**src/rtl/sar_pkg.sv**
```systemverilog
// Shared types, limits and width helpers for the SAR ADC controller.
package sar_pkg;

  typedef enum logic [1:0] {
    IDLE = 2'd0,
    CONV = 2'd1,
    DONE = 2'd2
  } state_t;

  localparam int unsigned N_MIN        = 2;
  localparam int unsigned N_MAX        = 16;
  localparam int unsigned CHANNELS_MIN = 1;
  localparam int unsigned CHANNELS_MAX = 16;
  localparam int unsigned SETTLE_MAX   = 15;

  // Settle counter width, sized to hold SETTLE_MAX.
  localparam int unsigned WAIT_W = 4;

  // Channel index width: at least one bit, even for a single channel.
  function automatic int unsigned cw_of(input int unsigned channels);
    int unsigned w;
    w = $clog2(channels);
    return (w < 1) ? 1 : w;
  endfunction

endpackage

```
**src/rtl/sar_core.sv**
```systemverilog
// Single-channel N-bit successive-approximation engine.
module sar_core
  import sar_pkg::*;
#(
  parameter int unsigned N      = 8,
  parameter int unsigned SETTLE = 1
) (
  input  logic         clock,
  input  logic         reset_,
  input  logic         start,
  input  logic         digit,
  output logic [N-1:0] code,
  output logic         done_c,
  output logic [N-1:0] final_c
);

  localparam int unsigned IW = $clog2(N);
  localparam logic [N-1:0] MSB_ONLY = {1'b1, {(N-1){1'b0}}};
  localparam logic [IW-1:0] INDEX_TOP = IW'(N - 1);
  localparam logic [WAIT_W-1:0] SETTLE_CNT = WAIT_W'(SETTLE);

  logic [IW-1:0]     index;
  logic [WAIT_W-1:0] wait_cnt;
  logic              busy;
  logic [N-1:0]      decide_code;

  // Decide step: keep the tried bit per comparator, try the next lower bit.
  always_comb begin
    decide_code = code;
    decide_code[index] = digit;
    if (index != '0) begin
      decide_code[index - IW'(1)] = 1'b1;
    end
    done_c  = busy && (wait_cnt == '0) && (index == '0);
    final_c = decide_code;
  end

  // Code, bit index and settle counter; start restarts from MSB-only.
  always_ff @(posedge clock) begin
    if (!reset_) begin
      code     <= '0;
      index    <= '0;
      wait_cnt <= '0;
      busy     <= 1'b0;
    end else if (start) begin
      code     <= MSB_ONLY;
      index    <= INDEX_TOP;
      wait_cnt <= SETTLE_CNT;
      busy     <= 1'b1;
    end else if (busy) begin
      if (wait_cnt != '0) begin
        wait_cnt <= wait_cnt - WAIT_W'(1);
      end else begin
        code <= decide_code;
        if (index != '0) begin
          index    <= index - IW'(1);
          wait_cnt <= SETTLE_CNT;
        end else begin
          busy <= 1'b0;
        end
      end
    end
  end

endmodule

```
**src/rtl/sar_adc_controller.sv**
```systemverilog
// SAR ADC controller: soc/eoc handshake, channel sequencing, result registers.
module sar_adc_controller
  import sar_pkg::*;
#(
  parameter int unsigned N        = 8,
  parameter int unsigned CHANNELS = 4,
  parameter int unsigned SETTLE   = 1,
  localparam int unsigned CW      = cw_of(CHANNELS)
) (
  input  logic          clock,
  input  logic          reset_,
  input  logic          soc,
  input  logic          scan,
  input  logic [CW-1:0] chan_sel,
  input  logic          digit,
  output logic [N-1:0]  dac_code,
  output logic [CW-1:0] mux_sel,
  output logic          eoc,
  output logic [N-1:0]  result,
  output logic [CW-1:0] result_chan,
  output logic          result_valid
);

  localparam logic [CW-1:0] LAST_CHAN = CW'(CHANNELS - 1);

  state_t        state;
  logic          scan_q;
  logic [CW-1:0] start_chan_c;
  logic          more_chan_c;
  logic          core_start_c;
  logic          core_done_c;
  logic [N-1:0]  core_final_c;

  // Start channel selection and core restart for the next scan channel.
  always_comb begin
    start_chan_c = chan_sel;
    if (32'(chan_sel) >= CHANNELS) begin
      start_chan_c = LAST_CHAN;
    end
    if (scan) begin
      start_chan_c = '0;
    end
    more_chan_c  = scan_q && (mux_sel != LAST_CHAN);
    core_start_c = ((state == IDLE) && soc) ||
                   ((state == CONV) && core_done_c && more_chan_c);
  end

  sar_core #(
    .N      (N),
    .SETTLE (SETTLE)
  ) u_core (
    .clock   (clock),
    .reset_  (reset_),
    .start   (core_start_c),
    .digit   (digit),
    .code    (dac_code),
    .done_c  (core_done_c),
    .final_c (core_final_c)
  );

  // Handshake FSM with mode latch, channel counter and result capture.
  always_ff @(posedge clock) begin
    if (!reset_) begin
      state        <= IDLE;
      scan_q       <= 1'b0;
      mux_sel      <= '0;
      eoc          <= 1'b1;
      result       <= '0;
      result_chan  <= '0;
      result_valid <= 1'b0;
    end else begin
      result_valid <= 1'b0;
      case (state)
        IDLE: begin
          if (soc) begin
            scan_q  <= scan;
            mux_sel <= start_chan_c;
            eoc     <= 1'b0;
            state   <= CONV;
          end else begin
            eoc <= 1'b1;
          end
        end
        CONV: begin
          if (core_done_c) begin
            result       <= core_final_c;
            result_chan  <= mux_sel;
            result_valid <= 1'b1;
            if (more_chan_c) begin
              mux_sel <= mux_sel + CW'(1);
            end else begin
              state <= DONE;
              eoc   <= 1'b1;
            end
          end
        end
        DONE: begin
          if (!soc) begin
            state <= IDLE;
          end
        end
        default: begin
          state <= IDLE;
        end
      endcase
    end
  end

endmodule

```
**config.mk**
```make
export PLATFORM = sky130hd
export DESIGN_NAME = sar_adc_controller
export DESIGN_NICKNAME = d
export VERILOG_FILES = /design/src/rtl/sar_pkg.sv /design/src/rtl/sar_core.sv /design/src/rtl/sar_adc_controller.sv
export SDC_FILE = /design/constraint.sdc
export NUM_CORES = 1
export LEC_CHECK = 0
export BUFFER_PORTS_ARGS = -buffer_cell sky130_fd_sc_hd__buf_4
export CAP_MARGIN = 0
export CORE_AREA = 4 4 64 77
export DETAILED_ROUTE_END_ITERATION = 8
export DIE_AREA = 0 0 68 81
export PLACE_DENSITY = 0.7
export SLEW_MARGIN = 0
export SYNTH_ARGS = -nofsm -noshare
export SYNTH_HDL_FRONTEND = slang
export SYNTH_SLANG_ARGS = --single-unit
```
**constraint.sdc**
```tcl
create_clock -name clock -period 3.99 [get_ports clock]
set_input_delay 0.5985 -clock clock [delete_from_list [all_inputs] [get_ports clock]]
set_output_delay 0.5985 -clock clock [all_outputs]
set_load 0.03 [all_outputs]
```
Word level (Yosys, flattened, before mapping) --
Index checks and enable logic that the tools add are counted.
Cells by class: order comparisons 4, mux-type cells 36, bitwise gates (word level) 3, reductions and logical operators 31, add/subtract/negate cells 3, equality and inequality tests 9
Operators by type and width (number):
- $mux 8 | 4
- $mux 2 | 8
- $ne 2x2->1 const B | 7
- $reduce_and 2->1 | 7
- $mux 1 | 12
- $mux 3 | 4
- $bwmux 8 | 1
- $logic_and 1x1->1 | 8
- $lt 3x4->1 const B | 2
- $mux 4 | 2
- $or 8x8->8 | 1
- $reduce_and 4->1 | 2
- $reduce_bool 2->1 | 4
- $demux 1 s3 | 2
- $ge 3x1->1 const B | 2
- $pmux 2 s3 | 1
- $reduce_and 3->1 | 2
- $reduce_bool 3->1 | 2
- $logic_not 4->1 | 1
- $pmux 2 s2 | 1
- $reduce_bool 4->1 | 1
- $sub 4x1->4 const B | 1
- $logic_not 3->1 | 1
- $sub 3x1->3 const B | 1
- other kinds (8) | 9
Word-level totals: output and inout bits 22, input port bits 7, flip-flop bits (word level) 33

Logic depth before layout (Yosys ltp) --
depth in word-level cells 10, gate-level depth with buffers 9, mapped depth without buffers 6

Modules after synthesis --
From an unflattened synthesis, not the netlist that was laid out.
Second synthesis, totals: cell total of the unflattened synthesis 205, area, all modules 1737.9 um^2
Modules (own cells, without submodules):
- sar_core | area an instance 1023.5 um^2, cells an instance 124, seq. area each 320.3 um^2, instances 1
- sar_adc_controller | area an instance 714.4 um^2, cells an instance 81, seq. area each 340.3 um^2, instances 1

Worst setup path before layout --
Ideal clock, no wire load.
kind register -> register, start register u_core.index[0], end register u_core.code[5], arrival 2.107 ns, library setup time 0.134 ns, stages on the path, launching flop included 8, setup slack 1.749 ns, cell sequence dfxtp_1 clkbuf_1 inv_1 ha_1 or4b_4 or4_4 nand3_2 a211oi_1
On the way: longest elaborated chain between the ends 7, elaborated cells on any way between the ends 21, classes of those cells 1 x add/sub; 4 x order compare; 6 x mux; 1 x bitwise; 9 x reduce/logical
Ends and longest elaborated chain:
- start, declared | RTL line sar_core.sv:22 | logic [IW-1:0] index;
- start signal, assigned | RTL line sar_core.sv:56 | index <= index - IW'(1);
- $sub 3x1->3, or another cell as far along | RTL line sar_core.sv:32 | decide_code[index - IW'(1)] = 1'b1;
- $lt 3x4->1 (implied by the code), or another cell as far along | RTL line sar_core.sv:32
- $logic_and 1x1->1 (implied by the code) or $mux 1 (tied branches) | RTL line sar_core.sv:32, sar_core.sv:30
- $mux 1 (implied by the code) or $demux 1 s3 (tied branches)
- $demux 1 s3 or $bwmux 8 (tied branches)
- $or 8x8->8 (no line)
- $mux 8 | RTL line sar_core.sv:31 | if (index != '0) begin
- end signal, assigned | RTL line sar_core.sv:54 | code <= decide_code;
- end, declared | RTL line sar_core.sv:12 | output logic [N-1:0] code,
Several ways; a longest one is shown, not always the timed one. A chain may end at the register's enable or synchronous reset.

Worst setup path in the final report --
start register u_core.index[0], end register mux_sel[1]
On the way: longest elaborated chain between the ends 4
Ends and longest elaborated chain:
- $logic_not 3->1 | RTL line sar_core.sv:34 | done_c = busy && (wait_cnt == '0) && (index == '0);
- $logic_and 1x1->1 | RTL line sar_core.sv:34
- $ne 2x2->1 (no line)
- $reduce_and 4->1 (no line)
- end signal, assigned | RTL line sar_adc_controller.sv:77 | mux_sel <= start_chan_c;
- end signal, assigned | RTL line sar_adc_controller.sv:90 | mux_sel <= mux_sel + CW'(1);
- end, declared | RTL line sar_adc_controller.sv:17 | output logic [CW-1:0] mux_sel,
Every way passes these cells.

==> results by stage <==
Synth:
- Synthesis produced a netlist with a net count of 197.
- The cell count after synthesis is 187.
- The synthesized area per cell is 8.712 um^2.
- The library cell occupying the most area in the post-synthesis netlist is sky130_fd_sc_hd__dfxtp_1.
- Yosys instantiated no cell more often than sky130_fd_sc_hd__dfxtp_1.
- The fraction of the yosys area taken by sequential cells is 40.55%.
- The leading register cell type out of synthesis is sky130_fd_sc_hd__dfxtp_1.
- Counting flops and latches in the post-synthesis netlist gives 33.
- After synthesis the cells add up to 1629 um^2.
- The Yosys step of the flow raised 0 warnings.
- By count the netlist is led by sky130_fd_sc_hd__dfxtp_1 (33), sky130_fd_sc_hd__a21oi_1 (23), sky130_fd_sc_hd__nor2_1 (18).
- By area the synthesized netlist is led by sky130_fd_sc_hd__dfxtp_1 (41%), sky130_fd_sc_hd__a21oi_1 (7.1%), sky130_fd_sc_hd__nor2_1 (4.1%), sky130_fd_sc_hd__mux2i_1 (3.7%), sky130_fd_sc_hd__o21ai_0 (3.7%).
- In this run the biggest area consumer among cell types represents 40.55% of the synthesized area.
- Counting flops with an async set or reset pin after synthesis yields a share of 0%.
- Counting distinct cell types in the post-synthesis netlist gives 46.
- The number of enable-type register cells in the synthesized netlist is 0.

Worst setup path:
- The arrival time at the worst endpoint is 2.73 ns.
- The endpoint identified for the worst register-to-register timing path is mux_sel[1].
- STA classifies the critical path startpoint as a flop.
- STA classifies the critical path endpoint as a flop.
- The cell count of the worst reg-to-reg path is 7.
- The startpoint of the worst register-to-register path is u_core.index[0].
- The worst path required time is 4.20 ns.
- The count of buffer and inverter cells on the critical path is 2.
- Across all register-to-register paths, the minimum setup slack is 1.47 ns.
- Counting buffers and inverters, the worst setup path is 7 cells deep.
- The signal on the critical path passes through inv_1 > ha_1 > or4b_4 > nor3_2 > buf_4 > a21oi_1 > mux2i_1.
- The timing startpoint of the critical path is u_core.index[0].
- The end point of the critical path is mux_sel[1].
- The longest individual stage delay on the worst path is 0.62 ns.
- The maximum fanout along the worst path is 20.
- On the critical path, the stage with the largest delay is an instance of sky130_fd_sc_hd__dfxtp_1.
- Grouping stages by cell kind, the critical path spends the most delay in flip-flops.
- The critical path is of the flop to flop type.

Cells and area:
- The area used by sequential logic in the layout is 660.6 um^2.
- The post-route standard cell area excluding fillers is 1978 um^2.
- The filler cells instantiated in the layout total 422.
- The post-route core utilization is 46.78%.
- The area growth from synthesis to layout is 21.43%.
- The fraction of layout instances using a drive strength above 1 is 21.60%.
- Summing all multi-input logic gate instances after layout gives 887.1 um^2.
- The post-layout net count is 222.
- The number of antenna diodes in the final layout is 0.

Floorplan:
- 29 I/O pins were placed.
- The region available for standard cell placement spans 4229 um^2.
- The width of the chip is 68 um.
- The area of the die is 5508 um^2.
- The number of placement rows is 26.
- In this run the vertical extent of the chip is 81 um.
- The starting utilization of the core area is 38.52%.

STA:
- Setup total negative slack on the finished layout was measured at 0 ns.
- The worst pin sits at a relative slew slack of 55.45%.
- For the pin with the worst max-slew slack, the measured transition is 0.6683 ns.
- The final clock skew is 0.008439 ns.
- The hold violation total from the final report is 0.
- The worst path in the final design needs a cycle of 2.518 ns, including I/O delays and setup.
- The top achievable clock speed is 397.1 MHz.
- The final critical path takes up 63.11% of the cycle.
- Setup repair after global routing left no endpoint under its margin.
- The number of failing setup endpoints in the final timing report is 0.
- The max-slew violation count is 0.

Global routing:
- The first-pass GRT wire length is 6.196 mm.
- The all-layer global routing usage is 14.82%.
- Summed over all layers, the global routing overflow is 0.
- The initial antenna violation count was 0.
- The number of global-route vias before repair came to 1319.
- Entering global routing, the biggest net connects 21 pins.

Clock tree:
- The tree is rooted in a sky130_fd_sc_hd__clkbuf_8.
- Buffers inserted during clock tree synthesis total 5.
- Clock-pin slew was measured on the worst setup and hold paths at 0.07 ns.
- The number of buffers on the longest clock path is 2.
- The number of setup buffers added after CTS is 0.
- The quantity of hold-fixing buffers added after cts is 0.
- CTS built an H-tree with a depth of 2.
- TritonCTS built the clock tree.
- The number of instances resized during post-cts repair is 0.
- The number of sinks on the clock net is 33.
- At the later pin of the worst-skew pair, clock insertion delay measures 0.29 ns.

Min path:
- In this run the worst hold path is classified as flop to flop.

Routing:
- The count of nets left with antenna violations once routing finished came out at 0.
- The remaining routing DRC violations is 0.
- Wires add up to 3.525 mm.
- The average wire per cell in the routed design is 13.10 um.
- The pre-antenna-repair detailed-routing pass consisted of 4 iterations.
- The vias per cell is 5.264.
- The number of DRC violations after detailed-routing iteration 0 is 56.
- The number of vias after detailed routing is 1416.

Placed design:
- The total half-perimeter wirelength after legalization and detailed placement is 2.569 mm.
- The placed standard-cell area is 1862 um^2.
- At the end of routability-driven placement, the weighted congestion stood at 0.8178.
- The count of input and output buffers is 28.

Outcome:
- The run finished with clean final reports.

Power:
- The areal power density over the cells is 448.7 nW/um^2.
- Across the VDD grid, the largest voltage drop is 0.3919 mV.
- Summed over all cells, the static leakage comes to 0.7776 nW.

Flow run:
- The tool flagged a number of max-cap violations equal to 0.
cell usage in the layout, fill, tap and decap left out, types with 2 or more instances in the layout:
master,instances
sky130_fd_sc_hd__nand3b_1,3
sky130_fd_sc_hd__o21a_1,4
sky130_fd_sc_hd__a32o_1,2
sky130_fd_sc_hd__dfxtp_1,33
sky130_fd_sc_hd__mux2i_1,6
sky130_fd_sc_hd__nand2_1,9
sky130_fd_sc_hd__mux2_2,2
sky130_fd_sc_hd__inv_1,7
sky130_fd_sc_hd__nand2b_1,7
sky130_fd_sc_hd__a21oi_1,23
sky130_fd_sc_hd__a31oi_1,2
sky130_fd_sc_hd__nor3b_1,4
sky130_fd_sc_hd__nor2b_1,4
sky130_fd_sc_hd__clkbuf_8,6
sky130_fd_sc_hd__nor2_1,18
sky130_fd_sc_hd__and3_1,2
sky130_fd_sc_hd__o21ai_0,12
sky130_fd_sc_hd__ha_1,3
sky130_fd_sc_hd__o31ai_1,3
sky130_fd_sc_hd__nand3_1,3
sky130_fd_sc_hd__a211oi_1,8
sky130_fd_sc_hd__buf_4,29
how the worst min path moves through the flow:
stage / startpoint / endpoint / depth (start not counted)
floorplan: state[1] / state[0] / 1
global route: result_chan[1] / result_chan[1] / 2
finish: result_chan[0] / result_chan[0] / 2
global placement: result_chan[1] / result_chan[1] / 2
detailed placement: result_chan[0] / result_chan[0] / 2
CTS: result_chan[0] / result_chan[0] / 2
kinds of logic (layout without fill, tap and decap cells):
kind of cell / count (synthesis) / after routing / synth area share [%]
AOI/OAI and AO/OA: 64 / 64 / 25.04
muxes: 8 / 8 / 5.069
DFF: 33 / 33 / 40.55
xor gates and xnor gates: 1 / 1 / 0.5377
adders and majority gates: 3 / 3 / 2.304
and+or+nand+nor: 60 / 60 / 21.50
buffers and inverters: 18 / 44 / 4.992
flip-flops by register name, summed over array words and instances (netlist names):
register         flops
result               8
u_core.index         3
u_core.wait_cnt      4
u_core.code          8
eoc                  1
scan_q               1
u_core.busy          1
result_valid         1
state                2
mux_sel              2
result_chan          2
worst reg2reg max path: cells and delay by family (launching register included):
kind | cells | cell delay, ns
simple gates | 2 | 0.32
compound gates | 1 | 0.57
flops | 1 | 0.62
fa+ha+maj | 1 | 0.30
buf+inv | 2 | 0.38
mux | 1 | 0.25
routing by layer:
metal  vias to the layer above  wire length [um]  global-route usage (%)
met2                        25              1678                   21.79
met4                         0                85                   8.549
met5                         -                 0                       0
li1                        738                 -                       -
met3                         7               157                   3.458
met1                       646              1605                   19.54
report_power, final:
| part | leakage, nW | internal [W] | switching, W |
|---|---|---|---|
| Sequential | 0.269 | 0.000348 | 0.0000253 |
| Combinational | 0.450 | 0.0000786 | 0.000112 |
| Clock | 0.0585 | 0.000204 | 0.000121 |
| Total | 0.778 | 0.000630 | 0.000258 |
layout make-up:
cell class / count / area share, %
multi-input cells: 136 / 44.84
flip-flops and latches: 33 / 33.40
repair buffers: 29 / 11.01
clock buffers: 7 / 4.364
well taps: 56 / 3.542
clock inverters: 1 / 1.518
inverters: 7 / 1.328
per-stage QoR:
step / hold WS, ns / std cells / worst slack, ns / total power, W
2_1_floorplan: 0.4337 / 187 / 1.749 / 0.0005202
3_3_place_gp: 0.4465 / 261 / 1.643 / 0.0005688
3_5_place_dp: 0.4519 / 261 / 1.535 / 0.0005715
4_1_cts: 0.4615 / 269 / 1.457 / 0.0008989
5_1_grt: 0.4995 / 269 / 1.227 / 0.0009377
6_report: 0.4575 / 269 / 1.472 / 0.0008877
No activity file was read; power rests on OpenSTA's default activity.
